==> src/rtl/cpu_multicycle_ctrl_if.sv <==
// Memory-side handshake bundle for the multi-cycle sequencer.
//   instr_req/instr_ack/instr_addr/instr_out : instruction memory req/ack read port
//   data_req/data_we/data_ack/data_out       : data memory req/ack port (address comes from datapath)
// master: sequencer side, slave: memory side.
interface cpu_multicycle_ctrl_if #(
    parameter int unsigned AddrWidth = 32
);
    logic                 instr_req;
    logic                 instr_ack;
    logic [AddrWidth-1:0] instr_addr;
    logic [31:0]          instr_out;
    logic                 data_req;
    logic                 data_we;
    logic                 data_ack;
    logic [31:0]          data_out;

    modport master (
        output instr_req, instr_addr, data_req, data_we,
        input  instr_ack, instr_out, data_ack, data_out
    );

    modport slave (
        input  instr_req, instr_addr, data_req, data_we,
        output instr_ack, instr_out, data_ack, data_out
    );
endinterface

==> src/rtl/cpu_multicycle_ctrl.sv <==
// Multi-cycle sequencer for the RV32I core: FETCH/DECODE/EXEC/MEM/WB with req/ack handshakes
// to variable-latency instruction and data memories, plus retire counting, bus timeout and
// misaligned-jump trapping.
// Ports:
//   clk, rst          clock, asynchronous active-low reset
//   bus               memory handshakes (master modport)
//   ir                latched instruction word
//   dec_is_load/store decoded memory access kind
//   dec_wb_en         decoded register write enable
//   jump_flag/addr    EXE redirect and target
//   load_data         latched load data
//   reg_write_enable  one-cycle register write strobe
//   pc                current instruction address
//   retire_cnt        retired instruction count (wrapping)
//   bus_err/err_code  sticky trap flag and cause (01 IM timeout, 10 DM timeout, 11 misaligned)
module cpu_multicycle_ctrl #(
    parameter int unsigned          AddrWidth = 32,
    parameter logic [AddrWidth-1:0] RESET_PC  = '0,
    parameter int unsigned          TIMEOUT   = 16,
    parameter int unsigned          CNT_W     = 32
) (
    input  logic                 clk,
    input  logic                 rst,
    cpu_multicycle_ctrl_if.master bus,
    output logic [31:0]          ir,
    input  logic                 dec_is_load,
    input  logic                 dec_is_store,
    input  logic                 dec_wb_en,
    input  logic                 jump_flag,
    input  logic [AddrWidth-1:0] jump_addr,
    output logic [31:0]          load_data,
    output logic                 reg_write_enable,
    output logic [AddrWidth-1:0] pc,
    output logic [CNT_W-1:0]     retire_cnt,
    output logic                 bus_err,
    output logic [1:0]           err_code
);

    typedef enum logic [2:0] {StFetch, StDecode, StExec, StMem, StWb, StError} state_e;

    // The counter only needs to reach TIMEOUT-1; the expiring cycle traps instead of counting.
    localparam int unsigned ToW = (TIMEOUT > 1) ? $clog2(TIMEOUT) : 1;

    state_e               state_q, state_d;
    logic [AddrWidth-1:0] pc_q, pc_d, npc_q, npc_d;
    logic [31:0]          ir_q, ir_d, load_data_q, load_data_d;
    logic [CNT_W-1:0]     retire_q, retire_d;
    logic [1:0]           err_code_q, err_code_d;
    logic [ToW-1:0]       to_cnt_q, to_cnt_d;
    logic                 to_expire;

    // True on the TIMEOUT-th consecutive req cycle; never true when the timeout is disabled.
    assign to_expire = (TIMEOUT != 0) && (32'(to_cnt_q) == TIMEOUT - 1);

    always_comb begin
        state_d          = state_q;
        pc_d             = pc_q;
        npc_d            = npc_q;
        ir_d             = ir_q;
        load_data_d      = load_data_q;
        retire_d         = retire_q;
        err_code_d       = err_code_q;
        to_cnt_d         = '0;
        bus.instr_req    = 1'b0;
        bus.data_req     = 1'b0;
        bus.data_we      = 1'b0;
        reg_write_enable = 1'b0;

        unique case (state_q)
            StFetch: begin
                // Gated by rst so requests drop the instant reset asserts.
                bus.instr_req = rst;
                if (bus.instr_ack) begin
                    ir_d    = bus.instr_out;
                    state_d = StDecode;
                end else if (to_expire) begin
                    err_code_d = 2'b01;
                    state_d    = StError;
                end else begin
                    to_cnt_d = to_cnt_q + ToW'(1);
                end
            end
            StDecode: state_d = StExec;
            StExec: begin
                npc_d = jump_flag ? jump_addr : pc_q + AddrWidth'(4);
                if (jump_flag && (jump_addr[1:0] != 2'b00)) begin
                    err_code_d = 2'b11;
                    state_d    = StError;
                end else if (dec_is_load || dec_is_store) begin
                    state_d = StMem;
                end else begin
                    state_d = StWb;
                end
            end
            StMem: begin
                bus.data_req = rst;
                bus.data_we  = rst & dec_is_store;
                if (bus.data_ack) begin
                    if (dec_is_load) load_data_d = bus.data_out;
                    state_d = StWb;
                end else if (to_expire) begin
                    err_code_d = 2'b10;
                    state_d    = StError;
                end else begin
                    to_cnt_d = to_cnt_q + ToW'(1);
                end
            end
            StWb: begin
                reg_write_enable = rst & dec_wb_en & ~dec_is_store;
                pc_d             = npc_q;
                retire_d         = retire_q + CNT_W'(1);
                state_d          = StFetch;
            end
            StError: state_d = StError;
            default: state_d = StFetch;
        endcase
    end

    always_ff @(posedge clk or negedge rst) begin
        if (!rst) begin
            state_q     <= StFetch;
            pc_q        <= RESET_PC;
            npc_q       <= RESET_PC;
            ir_q        <= '0;
            load_data_q <= '0;
            retire_q    <= '0;
            err_code_q  <= '0;
            to_cnt_q    <= '0;
        end else begin
            state_q     <= state_d;
            pc_q        <= pc_d;
            npc_q       <= npc_d;
            ir_q        <= ir_d;
            load_data_q <= load_data_d;
            retire_q    <= retire_d;
            err_code_q  <= err_code_d;
            to_cnt_q    <= to_cnt_d;
        end
    end

    assign bus.instr_addr = pc_q;
    assign pc             = pc_q;
    assign ir             = ir_q;
    assign load_data      = load_data_q;
    assign retire_cnt     = retire_q;
    assign err_code       = err_code_q;
    assign bus_err        = (state_q == StError);

endmodule

==> src/flat_wrapper.sv <==
// flat-port wrapper written by rule: the top's interface ports become plain ports
module cpu_multicycle_ctrl_flat 
#(
    parameter int unsigned          AddrWidth = 32,
    parameter logic [AddrWidth-1:0] RESET_PC  = '0,
    parameter int unsigned          TIMEOUT   = 16,
    parameter int unsigned          CNT_W     = 32
)
  (clk, rst, ir, dec_is_load, dec_is_store, dec_wb_en, jump_flag, jump_addr, load_data, reg_write_enable, pc, retire_cnt, bus_err, err_code, bus_instr_req, bus_instr_addr, bus_data_req, bus_data_we, bus_instr_ack, bus_instr_out, bus_data_ack, bus_data_out);
  cpu_multicycle_ctrl_if #(.AddrWidth(AddrWidth)) bus_i ();
  input  logic clk;
  input  logic rst;
  output logic [31:0] ir;
  input  logic dec_is_load;
  input  logic dec_is_store;
  input  logic dec_wb_en;
  input  logic jump_flag;
  input  logic [AddrWidth-1:0] jump_addr;
  output logic [31:0] load_data;
  output logic reg_write_enable;
  output logic [AddrWidth-1:0] pc;
  output logic [CNT_W-1:0] retire_cnt;
  output logic bus_err;
  output logic [1:0] err_code;
  output wire logic [$bits(bus_i.instr_req)-1:0] bus_instr_req;
  output wire logic [$bits(bus_i.instr_addr)-1:0] bus_instr_addr;
  output wire logic [$bits(bus_i.data_req)-1:0] bus_data_req;
  output wire logic [$bits(bus_i.data_we)-1:0] bus_data_we;
  input wire logic [$bits(bus_i.instr_ack)-1:0] bus_instr_ack;
  input wire logic [$bits(bus_i.instr_out)-1:0] bus_instr_out;
  input wire logic [$bits(bus_i.data_ack)-1:0] bus_data_ack;
  input wire logic [$bits(bus_i.data_out)-1:0] bus_data_out;
  assign bus_instr_req = bus_i.instr_req;
  assign bus_instr_addr = bus_i.instr_addr;
  assign bus_data_req = bus_i.data_req;
  assign bus_data_we = bus_i.data_we;
  assign bus_i.instr_ack = bus_instr_ack;
  assign bus_i.instr_out = bus_instr_out;
  assign bus_i.data_ack = bus_data_ack;
  assign bus_i.data_out = bus_data_out;
  cpu_multicycle_ctrl #(.AddrWidth(AddrWidth), .RESET_PC(RESET_PC), .TIMEOUT(TIMEOUT), .CNT_W(CNT_W)) u_core (.clk(clk), .rst(rst), .bus(bus_i), .ir(ir), .dec_is_load(dec_is_load), .dec_is_store(dec_is_store), .dec_wb_en(dec_wb_en), .jump_flag(jump_flag), .jump_addr(jump_addr), .load_data(load_data), .reg_write_enable(reg_write_enable), .pc(pc), .retire_cnt(retire_cnt), .bus_err(bus_err), .err_code(err_code));
endmodule
==> config.mk <==
export PLATFORM = sky130hd
export DESIGN_NAME = cpu_multicycle_ctrl_flat
export DESIGN_NICKNAME = d
export VERILOG_FILES = /design/src/rtl/cpu_multicycle_ctrl_if.sv /design/src/rtl/cpu_multicycle_ctrl.sv /design/src/flat_wrapper.sv
export SDC_FILE = /design/constraint.sdc
export NUM_CORES = 1
export LEC_CHECK = 0
export CORE_ASPECT_RATIO = 0.8
export CORE_MARGIN = 2
export CORE_UTILIZATION = 49
export DETAILED_ROUTE_END_ITERATION = 16
export GPL_TIMING_DRIVEN = 0
export MAX_ROUTING_LAYER = met4
export PLACE_DENSITY = 0.86
export SLEW_MARGIN = 0
export SYNTH_ARGS = -nofsm -noshare
export SYNTH_HDL_FRONTEND = slang
export SYNTH_SLANG_ARGS = --single-unit
==> constraint.sdc <==
create_clock -name clk -period 5.9 [get_ports clk]
set_input_delay 0.885 -clock clk [delete_from_list [all_inputs] [get_ports clk]]
set_output_delay 0.885 -clock clk [all_outputs]
set_load 0.02 [all_outputs]
==> out/qor.csv <==
metric,value,unit
die_w,144,µm
leakage,4.90,nW
via_per_inst,5.29,
insertion_delay,0.43,ns
synth_most_common_cell,dfrtp_1,
timing.hold.ws,0.349,ns
timing.final.ws_setup,2.77,ns
post-route-period-util,53.0,%
synth_cell_types,41,
synth_cells,721,
final-max-slew-violation-count,0,
grt_max_degree,126,
dpl.hpwl,16200,µm
syn-num-nets,828,
grt_usage,28.2,%
initial_core_util,50.6,%
nets,1117,
run_status,"complete, no violations",
clock_path_buffers,2,
cts_buffers,17,
cts_tree,yes,
rows,40,
synth_enable_flop_cells,0,
grt_antenna_before_repair,1,
report.final.hold_viol_count,0,
path_clk_slew,0.06,ns
num_vias,6524,
io_buffers,269,
synth_top_area_cell,dfrtp_1,
ys_warn_count,0,
ys_seq_elements,169,
fin_worst_skew,0.00708,ns
grt_pass1_vias,6621,
layout-drive-gt1-share,14.2,%
cts_hold_buf,0,
hp-class,input pin to async pin,
wl,22000,µm
cts_sinks,169,
cp-end-kind,primary output,
post-cts-setup-buffer-count,0,
yosys_most_used_dff,dfrtp_1,
syn_area_per_cell,10.6,µm²
max-slew-margin-rel,42.7,%
drtIter0Drc,405,
ant_nets,0,
required,5.02,ns
dpl_worst_slack,2.80,ns
cp.arrival,2.24,ns
design.core.area,15200,µm²
io_pins,271,
die_h,116,µm
p_total,5.79,mW
layout_min_cycle_time,3.13,ns
rsz0062_at_grt,no,
grt_overflow,0,
maxCapViolations,0,
max_freq,0.320,GHz
area_growth,46.3,%
synth_common_cells,"169 x dfrtp_1, 128 x nand2_1, 64 x mux2_2",
max-vdd-ir-drop,0.289,mV
power-per-cell-area,515,nW/µm²
fillCellCount,1067,
tightest_slew,0.853,ns
cts_max_level,4,
dr.pass1.iters,5,
die_area,16700,µm²
grt_pass1_wl,34800,µm
wl_per_cell,17.8,µm
gp_congestion,0.853,
synth_top_area_share,55.1,%
cp_max_fo,10,
synth_area_leaders,"dfrtp_1 55%, mux2_2 9.4%, nand2_1 6.3%",
clockRootBuffer,clkbuf_16,
ys_async_sr_fraction,100,%
cts_resized,0,
ys_seq_area_share,55.1,%
finalSetupViolations,0,
synth.cell_area,7680,µm²
drc,0,
startpoint_type,flop,
critPathKind,flop to primary output,
## layout by cell type, fill, tap and decap left out, drive strengths merged, types with 2 or more instances in the layout
cell           Yosys  layout
clkdlybuf4s50      0     268
dfrtp            169     169
nand2            128     128
mux2              64      64
nor2              48      48
clkbuf            23      43
buf               40      42
o21ai             32      32
xnor2             32      32
a21oi             26      26
nand3             25      25
xor2              25      25
nand4             19      19
and3              16      16
nor3              14      14
o22ai             11      11
inv                7      11
and2               6       6
clkinv             1       6
nor4               5       5
and4               4       4
mux2i              4       4
a2bb2oi            3       3
ha                 3       3
a221oi             2       2
a21o               2       2
or2                2       2
o211ai             2       2
clkinvlp           0       2
## critical path, stage by stage (launching register included)
cell and delay (ns):
dfrtp_1 0.42, or3b_1 0.40, buf_6 0.17, nor3_1 0.18, clkdlybuf4s50_1 0.65
## cells by family (layout without fill, tap and decap cells)
family          after synthesis  in the layout  share of synthesized area (%)
fa+ha+maj                     3              3                          0.489
other cells                   0              1                              0
xor+xnor                     57             57                           6.50
simple gates                272            272                           16.8
flops                       169            169                           55.1
compound gates               81             81                           5.96
buf+inv                      71            373                           5.25
mux                          68             68                           9.91
## area by class of cell
class / instances / area [µm²] / share of cell area [%]
Timing Repair Buffer: 270 / 2730 / 24.3
Inverter: 8 / 30.0 / 0.267
Antenna cell: 1 / 2.50 / 0.0223
Multi-Input combinational cell: 481 / 3050 / 27.1
Clock buffer: 20 / 447 / 3.98
Sequential cell: 169 / 4230 / 37.7
Clock inverter: 12 / 116 / 1.04
Buffer: 63 / 373 / 3.32
Tap cell: 210 / 263 / 2.34
## sequential cells by signal, summed over array words and instances (netlist names)
signal	flops
u_core.state_q	3
u_core.err_code	2
u_core.load_data	32
u_core.to_cnt_q	4
u_core.retire_cnt	32
u_core.npc_q	32
u_core.ir	32
u_core.bus.instr_addr	32
## metrics by stage
stage	setup TNS [ns]	cells	utilization [%]	cell area [µm²]
final	0	1234	74.1	11200
after detailed placement	0	1201	70.3	10700
after CTS	0	1233	74.1	11200
after global routing	0	1234	74.1	11200
after global placement	-524.66	1200	70.1	10600
after floorplan	0	721	-	7680
## worst paths after layout
path,startpoint,end,slack (ns),cells after the start
worst max register to register,u_core.bus.instr_addr[7],u_core.npc_q[31],3.57,5
min in group clk,u_core.npc_q[18],u_core.bus.instr_addr[18],0.47,2
max in group asynchronous,rst,u_core.ir[10],4.62,2
worst min-delay path,rst,u_core.npc_q[0],0.35,1
worst max-delay path,u_core.state_q[1],reg_write_enable,2.77,4
worst min register to register,u_core.npc_q[18],u_core.bus.instr_addr[18],0.47,2
## power by group
| group | switching (mW) | internal, mW | leakage (nW) |
|---|---|---|---|
| logic | 1.32 | 1.37 | 2.50 |
| registers | 0.413 | 1.62 | 2.13 |
| clock network | 0.473 | 0.598 | 0.272 |
| total | 2.20 | 3.58 | 4.90 |
## per-layer routing
metal | global-route usage [%] | wire [µm] | up-vias | part of all wire, %
met4 | 11.0 | 604 | 0 | 2.7
met2 | 46.0 | 10700 | 290 | 49
met3 | 6.86 | 1850 | 47 | 8.4
met1 | 34.1 | 8800 | 3174 | 40
li1 | - | - | 3013 | -
met5 | - | 0 | - | 0
(Power assumes the default switching activity.)
